**src/rtl/alu_pipe_if.sv**
```systemverilog
// alu_pipe_if: operand/result handshake bundle for alu_pipe.
//   in_valid/in_ready : operand transfer handshake (a, b, op)
//   out_valid/out_ready : result transfer handshake (result, flags)
//   flags = {err, v, c, n, z}
// master modport drives operands and consumes results; slave is the ALU side.
interface alu_pipe_if #(
  parameter int unsigned WIDTH = 16
);
  logic             in_valid;
  logic             in_ready;
  logic [WIDTH-1:0] a;
  logic [WIDTH-1:0] b;
  logic [3:0]       op;
  logic             out_valid;
  logic             out_ready;
  logic [WIDTH-1:0] result;
  logic [4:0]       flags;

  modport master (
    output in_valid, a, b, op, out_ready,
    input  in_ready, out_valid, result, flags
  );

  modport slave (
    input  in_valid, a, b, op, out_ready,
    output in_ready, out_valid, result, flags
  );
endinterface

```
**src/rtl/alu_pipe.sv**
```systemverilog
// alu_pipe: pipelined ALU with valid/ready handshakes.
//   Single-cycle ops (add/sub/logic/shift/rotate) register their result on
//   the accepting edge. With macro ALU_PIPE_MUL_EN defined, opcode 11 runs an
//   iterative shift-add multiply (IDLE->BUSY for WIDTH cycles); otherwise
//   opcode 11 is treated as reserved and no multiplier/BUSY state exists.
// Ports:
//   clk   : clock, rising edge
//   rst_n : asynchronous active-low reset
//   bus   : alu_pipe_if.slave (in_valid/in_ready/a/b/op, out_valid/out_ready/
//           result/flags with flags = {err, v, c, n, z})
module alu_pipe #(
  parameter int unsigned WIDTH = 16
) (
  input  logic       clk,
  input  logic       rst_n,
  alu_pipe_if.slave  bus
);
  localparam int unsigned SH = $clog2(WIDTH);

  localparam logic [3:0] OP_ADD = 4'd0;
  localparam logic [3:0] OP_SUB = 4'd1;
  localparam logic [3:0] OP_AND = 4'd2;
  localparam logic [3:0] OP_OR  = 4'd3;
  localparam logic [3:0] OP_XOR = 4'd4;
  localparam logic [3:0] OP_NOT = 4'd5;
  localparam logic [3:0] OP_SHL = 4'd6;
  localparam logic [3:0] OP_SHR = 4'd7;
  localparam logic [3:0] OP_SRA = 4'd8;
  localparam logic [3:0] OP_ROL = 4'd9;
  localparam logic [3:0] OP_ROR = 4'd10;

  logic             r_run;
  logic             r_out_valid;
  logic [WIDTH-1:0] r_result;
  logic [4:0]       r_flags;

  logic             w_idle;
  logic             w_is_mul;
  logic             w_in_ready;
  logic             w_accept;
  logic [SH-1:0]    w_amt;
  logic [WIDTH:0]   w_add;
  logic [WIDTH:0]   w_sub;
  logic [WIDTH:0]   w_shl;
  logic [WIDTH:0]   w_shr;
  logic [WIDTH:0]   w_sra;
  logic [2*WIDTH-1:0] w_rol;
  logic [2*WIDTH-1:0] w_ror;
  logic [WIDTH-1:0] w_res;
  logic             w_c;
  logic             w_v;
  logic             w_err;

  // in_ready stays low during reset and until the first edge after release
  always_ff @(posedge clk or negedge rst_n) begin
    if (!rst_n) r_run <= 1'b0;
    else        r_run <= 1'b1;
  end

  assign w_in_ready = r_run & w_idle & (~r_out_valid | bus.out_ready);
  assign w_accept   = bus.in_valid & w_in_ready;

  // Extra bit on each shift captures the last bit shifted out (0 for amount 0)
  assign w_amt = bus.b[SH-1:0];
  assign w_add = {1'b0, bus.a} + {1'b0, bus.b};
  assign w_sub = {1'b0, bus.a} - {1'b0, bus.b};
  assign w_shl = {1'b0, bus.a} << w_amt;
  assign w_shr = {bus.a, 1'b0} >> w_amt;
  assign w_sra = $unsigned($signed({bus.a, 1'b0}) >>> w_amt);
  assign w_rol = {bus.a, bus.a} << w_amt;
  assign w_ror = {bus.a, bus.a} >> w_amt;

  // Single-cycle datapath; reserved opcodes fall to the default
  always_comb begin
    w_res = '0;
    w_c   = 1'b0;
    w_v   = 1'b0;
    w_err = 1'b0;
    case (bus.op)
      OP_ADD: begin
        w_res = w_add[WIDTH-1:0];
        w_c   = w_add[WIDTH];
        w_v   = (bus.a[WIDTH-1] == bus.b[WIDTH-1]) & (w_add[WIDTH-1] != bus.a[WIDTH-1]);
      end
      OP_SUB: begin
        w_res = w_sub[WIDTH-1:0];
        w_c   = w_sub[WIDTH];
        w_v   = (bus.a[WIDTH-1] != bus.b[WIDTH-1]) & (w_sub[WIDTH-1] != bus.a[WIDTH-1]);
      end
      OP_AND: w_res = bus.a & bus.b;
      OP_OR:  w_res = bus.a | bus.b;
      OP_XOR: w_res = bus.a ^ bus.b;
      OP_NOT: w_res = ~bus.a;
      OP_SHL: begin
        w_res = w_shl[WIDTH-1:0];
        w_c   = w_shl[WIDTH];
      end
      OP_SHR: begin
        w_res = w_shr[WIDTH:1];
        w_c   = w_shr[0];
      end
      OP_SRA: begin
        w_res = w_sra[WIDTH:1];
        w_c   = w_sra[0];
      end
      OP_ROL: begin
        w_res = w_rol[2*WIDTH-1:WIDTH];
        w_c   = (w_amt != '0) & w_rol[WIDTH];
      end
      OP_ROR: begin
        w_res = w_ror[WIDTH-1:0];
        w_c   = (w_amt != '0) & w_ror[WIDTH-1];
      end
      default: w_err = 1'b1;
    endcase
  end

`ifdef ALU_PIPE_MUL_EN
  localparam logic [3:0] OP_MUL = 4'd11;

  typedef enum logic {
    S_IDLE = 1'b0,
    S_BUSY = 1'b1
  } state_t;

  state_t           r_state;
  logic [WIDTH-1:0] r_mcand;
  logic [WIDTH-1:0] r_hi;
  logic [WIDTH-1:0] r_lo;
  logic [SH-1:0]    r_cnt;
  logic [WIDTH:0]   w_msum;
  logic             w_mul_done;
  logic [WIDTH-1:0] w_mul_hi;
  logic [WIDTH-1:0] w_mul_lo;

  assign w_idle   = (r_state == S_IDLE);
  assign w_is_mul = (bus.op == OP_MUL);

  // One shift-add step: add multiplicand to the high half when the current
  // multiplier LSB is set, then shift {hi, lo} right by one
  assign w_msum     = {1'b0, r_hi} + (r_lo[0] ? {1'b0, r_mcand} : '0);
  assign w_mul_hi   = w_msum[WIDTH:1];
  assign w_mul_lo   = {w_msum[0], r_lo[WIDTH-1:1]};
  assign w_mul_done = (r_state == S_BUSY) & (r_cnt == SH'(WIDTH - 1));

  // Multiplier sequencer: WIDTH iterations, the last one also loads the result
  always_ff @(posedge clk or negedge rst_n) begin
    if (!rst_n) begin
      r_state <= S_IDLE;
      r_mcand <= '0;
      r_hi    <= '0;
      r_lo    <= '0;
      r_cnt   <= '0;
    end else begin
      case (r_state)
        S_IDLE: begin
          if (w_accept && w_is_mul) begin
            r_state <= S_BUSY;
            r_mcand <= bus.a;
            r_hi    <= '0;
            r_lo    <= bus.b;
            r_cnt   <= '0;
          end
        end
        S_BUSY: begin
          r_hi  <= w_mul_hi;
          r_lo  <= w_mul_lo;
          r_cnt <= r_cnt + SH'(1);
          if (w_mul_done) r_state <= S_IDLE;
        end
        default: r_state <= S_IDLE;
      endcase
    end
  end
`else
  assign w_idle   = 1'b1;
  assign w_is_mul = 1'b0;
`endif

  // Output register: load on single-cycle accept or multiply completion,
  // otherwise hold until the consumer takes it
  always_ff @(posedge clk or negedge rst_n) begin
    if (!rst_n) begin
      r_out_valid <= 1'b0;
      r_result    <= '0;
      r_flags     <= '0;
    end else if (w_accept && !w_is_mul) begin
      r_out_valid <= 1'b1;
      r_result    <= w_res;
      r_flags     <= {w_err, w_v, w_c, w_res[WIDTH-1], (w_res == '0)};
    end
`ifdef ALU_PIPE_MUL_EN
    else if (w_mul_done) begin
      r_out_valid <= 1'b1;
      r_result    <= w_mul_lo;
      r_flags     <= {1'b0, 1'b0, (w_mul_hi != '0), w_mul_lo[WIDTH-1], (w_mul_lo == '0)};
    end
`endif
    else if (r_out_valid && bus.out_ready) begin
      r_out_valid <= 1'b0;
    end
  end

  assign bus.in_ready  = w_in_ready;
  assign bus.out_valid = r_out_valid;
  assign bus.result    = r_result;
  assign bus.flags     = r_flags;
endmodule

```
**src/flat_wrapper.sv**
```systemverilog
// flat-port wrapper written by rule: the top's interface ports become plain ports
module alu_pipe_flat 
#(
  parameter int unsigned WIDTH = 16
)
  (clk, rst_n, bus_in_valid, bus_a, bus_b, bus_op, bus_out_ready, bus_in_ready, bus_out_valid, bus_result, bus_flags);
  alu_pipe_if #(.WIDTH(WIDTH)) bus_i ();
  input  logic clk;
  input  logic rst_n;
  input wire logic [$bits(bus_i.in_valid)-1:0] bus_in_valid;
  input wire logic [$bits(bus_i.a)-1:0] bus_a;
  input wire logic [$bits(bus_i.b)-1:0] bus_b;
  input wire logic [$bits(bus_i.op)-1:0] bus_op;
  input wire logic [$bits(bus_i.out_ready)-1:0] bus_out_ready;
  output wire logic [$bits(bus_i.in_ready)-1:0] bus_in_ready;
  output wire logic [$bits(bus_i.out_valid)-1:0] bus_out_valid;
  output wire logic [$bits(bus_i.result)-1:0] bus_result;
  output wire logic [$bits(bus_i.flags)-1:0] bus_flags;
  assign bus_i.in_valid = bus_in_valid;
  assign bus_i.a = bus_a;
  assign bus_i.b = bus_b;
  assign bus_i.op = bus_op;
  assign bus_i.out_ready = bus_out_ready;
  assign bus_in_ready = bus_i.in_ready;
  assign bus_out_valid = bus_i.out_valid;
  assign bus_result = bus_i.result;
  assign bus_flags = bus_i.flags;
  alu_pipe #(.WIDTH(WIDTH)) u_core (.clk(clk), .rst_n(rst_n), .bus(bus_i));
endmodule
```
**config.mk**
```make
export PLATFORM = sky130hd
export DESIGN_NAME = alu_pipe_flat
export DESIGN_NICKNAME = d
export VERILOG_FILES = /design/src/rtl/alu_pipe_if.sv /design/src/rtl/alu_pipe.sv /design/src/flat_wrapper.sv
export SDC_FILE = /design/constraint.sdc
export NUM_CORES = 1
export LEC_CHECK = 0
export CORE_MARGIN = 4
export CORE_UTILIZATION = 60
export DETAILED_ROUTE_END_ITERATION = 7
export HOLD_SLACK_MARGIN = 0.08
export PLACE_DENSITY_LB_ADDON = 0.05
export SLEW_MARGIN = 20
export SYNTH_ARGS = -nofsm -noshare
export SYNTH_HDL_FRONTEND = slang
export SYNTH_SLANG_ARGS = --single-unit
```
**constraint.sdc**
```tcl
create_clock -name clk -period 2.2 [get_ports clk]
set_input_delay 0.44 -clock clk [delete_from_list [all_inputs] [get_ports clk]]
set_output_delay 0.44 -clock clk [all_outputs]
set_load 0.01 [all_outputs]
```
==> results.json, run 1 <==
{
  "synth_cell_types": 87,
  "htreeDepth": 1,
  "gp_congestion": 1.23,
  "hpwl_mm": 22.2,
  "synthesis.nets": 876,
  "cts_sinks": 22,
  "synth_edf_count": 0,
  "ys_top_cells_by_count": "nand2_1 (64), nor2_1 (64), o21ai_0 (59)",
  "dpl_cell_area_um2": 8730,
  "cts.hold.buffers_added": 0,
  "placedCellCount": 1181,
  "synth_seq_area_share_pct": 8.99,
  "error": "[ERROR DPL-0033] detailed placement checks failed during check placement.",
  "post_cts_resized": 280,
  "die_y_um": 109,
  "die_w_um": 109,
  "yosys-top-cells-area": "ha_1 (11%), mux4_2 (9.9%), dfrtp_1 (9.0%), o21ai_0 (4.8%), a21oi_1 (4.5%)",
  "ios": 63,
  "synthesis.instances": 782,
  "syn_avg_cell_area_um2": 7.83,
  "start_util_pct": 62.1,
  "synth_top_area_cell": "ha_1",
  "syn-cell-area_um2": 6120,
  "cts_root_buffer": "clkbuf_8",
  "cts_buffers": 3,
  "ys_ff_latch": 22,
  "lastStage": "clock tree synthesis (4_1_cts)",
  "clockBufferDepth": 2,
  "num_rows": 36,
  "synth.top_cell.area_share_pct": 10.6,
  "synth_ff_type": "dfrtp_1",
  "port_buffers": 62,
  "post_cts_buffers": 35,
  "async_reset_ff_share_pct": 100,
  "yosys_warnings": 0,
  "status": "did not finish"
}
[per-stage QoR]
stage	setup TNS, ps	worst slack, ps
floorplan	-9420	-892
global placement	-20830	-1460
detailed placement	-22950	-1550
[cell families after synthesis]
family	count (synthesis)	synth area share, %
AOI/OAI and AO/OA	249	27.7
and+or+nand+nor	249	21.2
buffers and inverters	124	9.44
muxes	78	20.6
adders and majority gates	54	11.3
DFF	22	8.99
xor gates and xnor gates	5	0.715
other	1	0.0613
==> inputs of run 2 (changes only) <==
--- a/config.mk
+++ b/config.mk
@@ -6,10 +6,9 @@
 export NUM_CORES = 1
 export LEC_CHECK = 0
 export CORE_MARGIN = 4
-export CORE_UTILIZATION = 60
+export CORE_UTILIZATION = 40
 export DETAILED_ROUTE_END_ITERATION = 7
-export HOLD_SLACK_MARGIN = 0.08
-export PLACE_DENSITY_LB_ADDON = 0.05
+export PLACE_DENSITY_LB_ADDON = 0.15
 export SLEW_MARGIN = 20
 export SYNTH_ARGS = -nofsm -noshare
 export SYNTH_HDL_FRONTEND = slang
==> results.json, run 2 <==
{
  "synthXorXnorAreaFrac_pct": 0.715,
  "port_buffers": 62,
  "clkSlewWorstSetupHoldPaths_ps": 50,
  "core-area_um2": 14800,
  "drtIter0Drc": 840,
  "nNetsFinal": 1236,
  "syn_avg_cell_area_um2": 7.83,
  "synth_top_family_by_area": "compound AO/OA/AOI/OAI gates",
  "grt_start_max_net_pins": 48,
  "num_rows": 44,
  "start_util_pct": 41.5,
  "violations": "setup timing",
  "worstSetupEndpointType": "flop",
  "drive_gt1_share_pct": 54.4,
  "clkLatencyLatePin_ps": 250,
  "yosys_warnings": 0,
  "fin_ws_ps": -768,
  "synth_compound_area_share_pct": 27.7,
  "overflow": 0,
  "wl_mm": 30.4,
  "maxCapViolCount": 0,
  "clockBufferDepth": 2,
  "power_density_nw_per_um2": 345,
  "synthesis.nets": 876,
  "area_growth_pct": 78.5,
  "antenna_left": 0,
  "dr_total_vias": 8238,
  "drc_errors": 0,
  "synth_edf_count": 0,
  "leakage_nw": 4.79,
  "crit_path_start_kind": "input pin",
  "hpwl_mm": 22.9,
  "synth_mux_area_share_pct": 20.6,
  "relSlewSlack_pct": 59.7,
  "synth_cell_types": 87,
  "cp_max_fo": 6,
  "vdd_drop_max_uv": 345,
  "ys_ff_latch": 22,
  "die_w_um": 132,
  "cts_buffers": 3,
  "worstSetupPathType": "in2reg",
  "ys_top_cells_by_count": "nand2_1 (64), nor2_1 (64), o21ai_0 (59)",
  "grt_pass1_vias": 7946,
  "yosys.area_share.simple_pct": 21.2,
  "num-fill-cells": 1093,
  "setup_viol": 19,
  "synth_top_area_cell": "ha_1",
  "htreeDepth": 1,
  "syn-cell-area_um2": 6120,
  "synth_ff_type": "dfrtp_1",
  "min_period_ps": 2970,
  "gp_congestion": 1.02,
  "period_share_pct": 135,
  "cts_sinks": 22,
  "cts_root_buffer": "clkbuf_16",
  "hold_slack_ps": 483,
  "wl_per_cell_um": 23.0,
  "final_util_pct": 74.1,
  "die-area_um2": 17300,
  "status": "complete, but fails checks",
  "die_y_um": 132,
  "dr.pass1.iters": 5,
  "yosys-top-cells-area": "ha_1 (11%), mux4_2 (9.9%), dfrtp_1 (9.0%), o21ai_0 (4.8%), a21oi_1 (4.5%)",
  "synth.top_cell.area_share_pct": 10.6,
  "grt_usage_pct": 32.8,
  "tightest_slew_ps": 604,
  "async_reset_ff_share_pct": 100,
  "finalClockSkew_ps": 0.490,
  "layout_commonest_cell": "buf_4",
  "grt_pass1_wl_mm": 45.7,
  "rsz0062_at_grt": "true",
  "cts_tree": "done",
  "fmaxAchievable_ghz": 0.337,
  "synth_fa_ha_area_share_pct": 11.3,
  "synthesis.instances": 782,
  "crit_arrival_ps": 3150,
  "ios": 63,
  "layout_common_cells": "buf_4 (287), buf_6 (63), nand2_1 (60)",
  "cts.hold.buffers_added": 0,
  "hold_viol": 0,
  "slew_violations": 0,
  "min_path_type": "reg2reg",
  "synth_seq_area_share_pct": 8.99,
  "vias_per_cell": 6.22,
  "diodes": 0,
  "largest_reg_flops": 15,
  "antenna_found_initial": 0,
  "crit_required_ps": 2380
}
==> run 2: critical path: stages <==
cell and delay [ps]:
buf_12 100, buf_6 100, ha_4 130, inv_2 40, fa_2 360, buf_4 150, xnor2_1 130, a21oi_1 150
o21ai_1 110, a221o_1 410, a2111oi_4 380, nand4_1 150, nor4_2 250, nand4_1 120, o21ai_1 140
==> run 2: per-stage QoR <==
step	TNS, ps	std cells	power, W	cell area (um2)	setup slack (ps)
after floorplan	-9420	782	0.00160	6280	-892
after global placement	-21990	1249	0.00272	9010	-1480
after detailed placement	-22930	1249	0.00274	9010	-1550
after CTS	-6790	1306	0.00356	10500	-712
after global routing	-9380	1324	0.00395	10900	-883
final	-7950	1324	0.00377	10900	-768
==> run 2: what timing repair did <==
action / CTS / global route
cloned: 2 / 0
resized for setup: 350 / 82
setup endpoints to repair: 20 / 19
setup buffers: 59 / 24
pin swaps: 88 / 39
==> run 2: area by class of cell <==
cell class | count | area, um2 | area share, %
inverters | 51 | 208 | 1.90
flip-flops and latches | 22 | 551 | 5.04
clock buffers | 3 | 75.1 | 0.687
repair buffers | 428 | 3720 | 34.0
well taps | 184 | 230 | 2.11
multi-input cells | 636 | 6150 | 56.2
==> run 2: path summary, 6_finish.rpt <==
kind	start	to	slack [ps]	cells after the start
min	u_core.bus.result[4]	u_core.bus.result[4]	480	2
max in group asynchronous	rst_n	u_core.r_run	1450	2
min in group asynchronous	rst_n	u_core.bus.flags[1]	540	2
max reg2reg	u_core.bus.out_valid	u_core.bus.flags[0]	-50	10
min reg2reg	u_core.bus.result[4]	u_core.bus.result[4]	480	2
max	bus_b[0]	u_core.bus.flags[0]	-770	15
==> run 2: per-layer routing <==
| metal | track usage (%) | vias to the layer above | routed length [um] |
|---|---|---|---|
| met4 | 11.9 | 0 | 1400 |
| met5 | 0 | - | 0 |
| li1 | - | 3690 | - |
| met2 | 53.3 | 477 | 13900 |
| met3 | 5.93 | 94 | 2840 |
| met1 | 43.9 | 3977 | 12200 |
==> run 2: report_power, final <==
group	total, W	leakage [nW]	internal (W)	switching [W]
combinational	0.00287	4.47	0.00149	0.00138
clock	0.000373	0.0370	0.000240	0.000133
sequential	0.000526	0.276	0.000483	0.0000431
==> run 2: logic make-up after synthesis <==
family,Yosys count
AOI/OAI and AO/OA,249
xor gates and xnor gates,5
adders and majority gates,54
buffers and inverters,124
DFF,22
muxes,78
other,1
and+or+nand+nor,249
(Power assumes the default switching activity.)
